**config.mk**
```make
export PLATFORM = sky130hd
export DESIGN_NAME = cv32e40x_div_seq
export DESIGN_NICKNAME = d
export VERILOG_FILES = /design/src/rtl/cv32e40x_pkg.sv /design/src/rtl/cv32e40x_div_seq.sv
export SDC_FILE = /design/constraint.sdc
export NUM_CORES = 1
export LEC_CHECK = 0
export CAP_MARGIN = 15
export CELL_PAD_IN_SITES_DETAIL_PLACEMENT = 0
export CELL_PAD_IN_SITES_GLOBAL_PLACEMENT = 2
export CORE_MARGIN = 5
export CORE_UTILIZATION = 31
export CTS_BUF_LIST = sky130_fd_sc_hd__clkbuf_16
export DETAILED_ROUTE_END_ITERATION = 10
export PLACE_DENSITY = 0.75
export SKIP_CTS_REPAIR_TIMING = 1
export SLEW_MARGIN = 20
export SYNTH_ARGS = -nofsm -noshare
export SYNTH_HDL_FRONTEND = slang
export SYNTH_SLANG_ARGS = --single-unit
export TNS_END_PERCENT = 100
```
**constraint.sdc**
```tcl
create_clock -name clk -period 3 [get_ports clk]
set_input_delay 0.75 -clock clk [delete_from_list [all_inputs] [get_ports clk]]
set_output_delay 0.75 -clock clk [all_outputs]
set_load 0.01 [all_outputs]
```
**src/rtl/cv32e40x_pkg.sv**
```systemverilog
// Shared types for the EX-stage sequential divider.
package cv32e40x_pkg;

  localparam int unsigned DIV_W   = 32;
  localparam int unsigned DIV_CNT = 5;

  typedef enum logic [1:0] {
    DIV_DIV  = 2'b00,
    DIV_DIVU = 2'b01,
    DIV_REM  = 2'b10,
    DIV_REMU = 2'b11
  } div_opcode_e;

  typedef enum logic [2:0] {
    DIV_IDLE   = 3'd0,
    DIV_CLZ    = 3'd1,
    DIV_SHIFT  = 3'd2,
    DIV_DIVIDE = 3'd3,
    DIV_FINISH = 3'd4
  } div_state_e;

endpackage

```
**src/rtl/cv32e40x_div_seq.sv**
```systemverilog
// Iterative restoring divider that borrows the ALU's CLZ and barrel shifter
// to normalise the divisor, producing one quotient bit per cycle.
module cv32e40x_div_seq
  import cv32e40x_pkg::*;
(
  input  logic               clk,
  input  logic               rst_n,
  input  logic               valid_i,
  output logic               ready_o,
  input  div_opcode_e        operator_i,
  input  logic [DIV_W-1:0]   op_a_i,
  input  logic [DIV_W-1:0]   op_b_i,
  input  logic               kill_i,
  output logic               valid_o,
  input  logic               ready_i,
  output logic [DIV_W-1:0]   result_o,
  output logic               alu_clz_en_o,
  output logic [DIV_W-1:0]   alu_clz_data_o,
  input  logic [5:0]         alu_clz_result_i,
  output logic               alu_shift_en_o,
  output logic [5:0]         alu_shift_amt_o,
  output logic [DIV_W-1:0]   alu_op_a_o,
  input  logic [DIV_W-1:0]   alu_op_a_shifted_i
);

  div_state_e           state_q, state_d;
  div_opcode_e          op_q, op_d;
  logic [DIV_W-1:0]     abs_a_q, abs_a_d;
  logic [DIV_W-1:0]     abs_b_q, abs_b_d;
  logic [DIV_W-1:0]     raw_a_q, raw_a_d;
  logic                 sign_a_q, sign_a_d;
  logic                 sign_b_q, sign_b_d;
  logic [DIV_CNT-1:0]   cnt_q, cnt_d;
  logic [DIV_W-1:0]     divisor_q, divisor_d;
  logic [DIV_W-1:0]     rem_q, rem_d;
  logic [DIV_W-1:0]     quot_q, quot_d;
  logic                 valid_q, valid_d;
  logic [DIV_W-1:0]     result_q, result_d;
  logic                 clz_en_q, clz_en_d;
  logic [DIV_W-1:0]     clz_data_q, clz_data_d;
  logic                 shift_en_q, shift_en_d;
  logic [5:0]           shift_amt_q, shift_amt_d;
  logic [DIV_W-1:0]     alu_op_a_q, alu_op_a_d;

  logic                 signed_op;
  logic                 in_sign_a;
  logic                 in_sign_b;
  logic                 b_nonzero;
  logic [DIV_W-1:0]     quot_fin;
  logic [DIV_W-1:0]     rem_fin;
  logic [DIV_W-1:0]     fin_result;

  assign signed_op = (operator_i == DIV_DIV) || (operator_i == DIV_REM);
  assign in_sign_a = signed_op & op_a_i[DIV_W-1];
  assign in_sign_b = signed_op & op_b_i[DIV_W-1];

  // Final sign fix-up; a zero divisor leaves both results untouched.
  assign b_nonzero  = (abs_b_q != '0);
  assign quot_fin   = ((sign_a_q ^ sign_b_q) && b_nonzero) ? (~quot_q + 32'd1) : quot_q;
  assign rem_fin    = (sign_a_q && b_nonzero) ? (~rem_q + 32'd1) : rem_q;
  assign fin_result = ((op_q == DIV_REM) || (op_q == DIV_REMU)) ? rem_fin : quot_fin;

  assign ready_o         = (state_q == DIV_IDLE);
  assign valid_o         = valid_q;
  assign result_o        = result_q;
  assign alu_clz_en_o    = clz_en_q;
  assign alu_clz_data_o  = clz_data_q;
  assign alu_shift_en_o  = shift_en_q;
  assign alu_shift_amt_o = shift_amt_q;
  assign alu_op_a_o      = alu_op_a_q;

  // Next-state and datapath update.
  always_comb begin
    state_d     = state_q;
    op_d        = op_q;
    abs_a_d     = abs_a_q;
    abs_b_d     = abs_b_q;
    raw_a_d     = raw_a_q;
    sign_a_d    = sign_a_q;
    sign_b_d    = sign_b_q;
    cnt_d       = cnt_q;
    divisor_d   = divisor_q;
    rem_d       = rem_q;
    quot_d      = quot_q;
    valid_d     = valid_q;
    result_d    = result_q;
    clz_en_d    = 1'b0;
    clz_data_d  = '0;
    shift_en_d  = 1'b0;
    shift_amt_d = '0;
    alu_op_a_d  = '0;

    case (state_q)
      DIV_IDLE: begin
        if (valid_i && !kill_i) begin
          op_d     = operator_i;
          raw_a_d  = op_a_i;
          sign_a_d = in_sign_a;
          sign_b_d = in_sign_b;
          abs_a_d  = in_sign_a ? (~op_a_i + 32'd1) : op_a_i;
          abs_b_d  = in_sign_b ? (~op_b_i + 32'd1) : op_b_i;
          state_d  = DIV_CLZ;
        end
      end
      DIV_CLZ: begin
        if (alu_clz_result_i == 6'd32) begin
          quot_d  = '1;
          rem_d   = raw_a_q;
          state_d = DIV_FINISH;
        end else begin
          cnt_d   = alu_clz_result_i[DIV_CNT-1:0];
          state_d = DIV_SHIFT;
        end
      end
      DIV_SHIFT: begin
        divisor_d = alu_op_a_shifted_i;
        rem_d     = abs_a_q;
        quot_d    = '0;
        state_d   = DIV_DIVIDE;
      end
      DIV_DIVIDE: begin
        if (rem_q >= divisor_q) begin
          rem_d  = rem_q - divisor_q;
          quot_d = {quot_q[DIV_W-2:0], 1'b1};
        end else begin
          quot_d = {quot_q[DIV_W-2:0], 1'b0};
        end
        divisor_d = divisor_q >> 1;
        if (cnt_q == '0) begin
          state_d = DIV_FINISH;
        end else begin
          cnt_d = cnt_q - 5'd1;
        end
      end
      DIV_FINISH: begin
        // First FINISH cycle latches the result; it is then held until taken.
        if (!valid_q) begin
          valid_d  = 1'b1;
          result_d = fin_result;
        end else if (ready_i) begin
          valid_d = 1'b0;
          state_d = DIV_IDLE;
        end
      end
      default: state_d = DIV_IDLE;
    endcase

    if (kill_i) begin
      state_d = DIV_IDLE;
      valid_d = 1'b0;
    end

    // ALU claim signals are registered so they line up with the state they belong to.
    clz_en_d    = (state_d == DIV_CLZ);
    clz_data_d  = clz_en_d ? abs_b_d : '0;
    shift_en_d  = (state_d == DIV_SHIFT);
    shift_amt_d = shift_en_d ? {1'b0, cnt_d} : 6'd0;
    alu_op_a_d  = shift_en_d ? abs_b_q : '0;
  end

  always_ff @(posedge clk or negedge rst_n) begin
    if (!rst_n) begin
      state_q     <= DIV_IDLE;
      op_q        <= DIV_DIV;
      abs_a_q     <= '0;
      abs_b_q     <= '0;
      raw_a_q     <= '0;
      sign_a_q    <= 1'b0;
      sign_b_q    <= 1'b0;
      cnt_q       <= '0;
      divisor_q   <= '0;
      rem_q       <= '0;
      quot_q      <= '0;
      valid_q     <= 1'b0;
      result_q    <= '0;
      clz_en_q    <= 1'b0;
      clz_data_q  <= '0;
      shift_en_q  <= 1'b0;
      shift_amt_q <= '0;
      alu_op_a_q  <= '0;
    end else begin
      state_q     <= state_d;
      op_q        <= op_d;
      abs_a_q     <= abs_a_d;
      abs_b_q     <= abs_b_d;
      raw_a_q     <= raw_a_d;
      sign_a_q    <= sign_a_d;
      sign_b_q    <= sign_b_d;
      cnt_q       <= cnt_d;
      divisor_q   <= divisor_d;
      rem_q       <= rem_d;
      quot_q      <= quot_d;
      valid_q     <= valid_d;
      result_q    <= result_d;
      clz_en_q    <= clz_en_d;
      clz_data_q  <= clz_data_d;
      shift_en_q  <= shift_en_d;
      shift_amt_q <= shift_amt_d;
      alu_op_a_q  <= alu_op_a_d;
    end
  end

endmodule

```
==> impl_results.md <==
* Num rows at 84
* Grt ovf at 0
* Lkg Pwr at 9.72 nW
* RSZ-0062 raised after global routing: true
* Worst vdd ir at 0.427 mV
* Routed Wire Length at 52600 µm
* Commonest non-fill, non-tap cell in the layout: dfrtp_1
* Max-cap violations at 0
* Synth async-reset ratio at 1.00
* Area grow syn2layout at 32.8%
* Critical path's slowest cell: or4_4
* Routed Antenna Nets at 0
* Post-synthesis sequential area ratio at 0.464
* Final setup violating endpoints at 0
* Relative slew slack at 0.407
* Primary FF master, synth: dfrtp_1
* Layout Cells excl Fill at 2872
* HPWL after DPL at 39300 µm
* Worst skew pair latency at 0.56 ns
* Multi-input gate area at 8480 µm²
* Ranking of synthesized cells by area: dfrtp_1 (46%), nand2_1 (5.8%), nor2_1 (4.4%)
* Mean area per synthesized cell at 8.94 µm²
* Crit Path Class: flop to flop
* Vias in the first global route at 14406
* Total track usage at 0.179
* Synthesized area at 16500 µm²
* Starting Density at 0.314
* Chip width at 241 µm
* H-tree depth at 2
* Post-synth top area cell: dfrtp_1
* RR Endpoint: result_o[28]
* Antenna violations before repair at 13
* Max Transition Viols Final at 0
* Global-route wire length before repair at 82800 µm
* Synthesis warning total at 0
* Worst min path class: input port to async pin
* Clk_skew at 0.0194 ns
* Max clock buf depth at 3
* Top Family by Delay on Critical Path: simple AND/OR/NAND/NOR gates
* RR Startpoint: rem_q[6]
* Tcrit/Tclk final at 0.985
* Initial drt markers at 833
* DR WL/cell at 18.3 µm
* Flop and latch count out of synthesis at 306
* Clock root buffer: clkbuf_16
* Critical Path RT at 3.40 ns
* Fmax at 0.338 GHz
* Worst setup EP type: flop
* Inst Count DP at 2793
* Via count at 14125
* Status: finished clean
* Fin crit period at 2.96 ns
* I/O Pins at 215
* Register area at 7660 µm²
* Arr. time, crit path at 3.36 ns
* CTS buffer count at 38
* Nets@finish at 2298
* TNS Setup at 0 ns
* Clock tree from TritonCTS: built
* Worst path bufs/invs at 0
* Drt pass-1 iters at 5
* Fill count at 5235
* Die Ht at 241 µm
* PortBufs at 213
* EDFF count, synth at 0
* Sink Count at 306
* Synth Net Count at 1996
* Residual DRC at 0
* Clock Pin Slew Worst Setup and Hold Paths at 0.06 ns
* Cells on worst reg2reg path at 6
* Critical path launch point type: flop
* Library cells used by synthesis at 74
* Worst Tran Pin Value at 0.890 ns
* Die area at 58000 µm²
* Slowest stage delay, CP at 0.63 ns
* Layout cell share with drive strength beyond 1 at 0.127
* Core area at 52700 µm²
* Final hold vios at 0
* Most frequent cells in the layout: dfrtp_1 (302), nand2_1 (257), clkdlybuf4s50_1 (212), nor2_1 (194), a21oi_1 (138)
* CP Cell Sequence: or4_4, or4_4, or4_4, o31ai_4, xor2_2, o221ai_2
* Power Density at 989 nW/µm²
* Crit-path most repeated cell: or4_4
* Critical path peak fanout at 5
* Post-synth top area share at 0.464
* Placer Congestion at 0.878
* Gate Count Post-Synth at 1848
* Reg2reg setup slack at 0.04 ns
* Largest net degree at the start of global routing at 85
* Drt via density at 4.92
==> logic make-up (layout without fill, tap and decap cells) <==
group,count (synthesis),after routing,share of synthesized area
DFF,306,306,0.464
muxes,38,38,0.0233
buffers and inverters,159,491,0.0365
adders and majority gates,39,39,0.0300
xor gates and xnor gates,132,132,0.0700
and+or+nand+nor,691,691,0.196
other,1,5,0.000227
AOI/OAI and AO/OA,482,482,0.180
==> Yosys cell counts (all sizes together), types with 3 or more instances <==
master / n
a211oi: 7
a21boi: 3
a21o: 49
a21oi: 140
a221o: 3
a221oi: 15
a31oi: 14
a41oi: 3
and2: 45
and3: 34
buf: 12
clkbuf: 90
dfrtp: 306
ha: 38
inv: 57
mux2: 3
mux2i: 35
nand2: 257
nand2b: 11
nand3: 13
nand3b: 5
nand4: 12
nor2: 196
nor2b: 13
nor3: 35
nor3b: 3
nor4: 23
nor4b: 3
o211ai: 6
o21a: 11
o21ai: 159
o221ai: 12
o22ai: 3
o31a: 4
o31ai: 31
o41ai: 7
or2: 3
or3: 23
or4: 12
xnor2: 76
xor2: 56
==> layout make-up <==
type,count,share of cell area
Inverter,57,0.00975
Tap cell,688,0.0392
Clock buffer,38,0.0433
Sequential cell,306,0.349
Multi-Input combinational cell,1383,0.386
Antenna cell,4,0.000456
Timing Repair Buffer,364,0.156
Clock inverter,32,0.0156
==> worst register-to-register path: stages (launching register included) <==
cell,delay [ns]
dfrtp_2,0.45
or4_4,0.56
or4_4,0.51
or4_4,0.63
o31ai_4,0.31
xor2_2,0.22
o221ai_2,0.13
==> layer usage <==
layer  global-route usage  wire length (µm)
met5                    0               119
met4               0.0431              1030
met3               0.0560              3650
met2                0.284             24000
met1                0.242             23700
==> sequential cells by signal, summed over array words and instances, names as in the netlist, 32 cells and up <==
signal	flops
abs_a_q	32
alu_op_a_o	32
result_o	32
abs_b_q	32
alu_clz_data_o	32
quot_q	32
rem_q	32
divisor_q	32
==> where the power goes <==
group	leakage [nW]	total [mW]	switching (mW)	internal [mW]
Clock	0.633	4.80	1.94	2.85
Sequential	3.89	6.84	1.36	5.48
Combinational	5.20	10.1	5.45	4.61
Total	9.72	21.7	8.76	12.9
==> worst max path at each step <==
| stage | startpoint | endpoint | slack [ns] | cells after the start |
|---|---|---|---|---|
| floorplan | rem_q[0] | rem_q[24] | 0.13 | 11 |
| global route | rem_q[0] | rem_q[24] | -0.04 | 12 |
| detailed placement | op_a_i[9] | abs_a_q[28] | -0.24 | 10 |
| global placement | op_a_i[8] | abs_a_q[28] | -0.25 | 10 |
| CTS | divisor_q[0] | rem_q[26] | -0.20 | 12 |
| finish | rem_q[6] | result_o[28] | 0.04 | 6 |
==> metrics by stage <==
stage | setup WS (ns) | power [mW] | cell area, µm² | util | hold WS (ns)
final | 0.0449 | 21.7 | 21900 | 0.417 | 0.139
after global routing | -0.0414 | 23.3 | 21900 | 0.417 | 0.176
after CTS | -0.197 | 21.5 | 21700 | 0.412 | 0.141
after detailed placement | -0.239 | 16.6 | 20400 | 0.387 | 0.463
after global placement | -0.245 | 16.5 | 20400 | 0.387 | 0.454
after floorplan | 0.130 | 12.7 | 16500 | - | 0.442
Power figures use the tool's default switching activity.
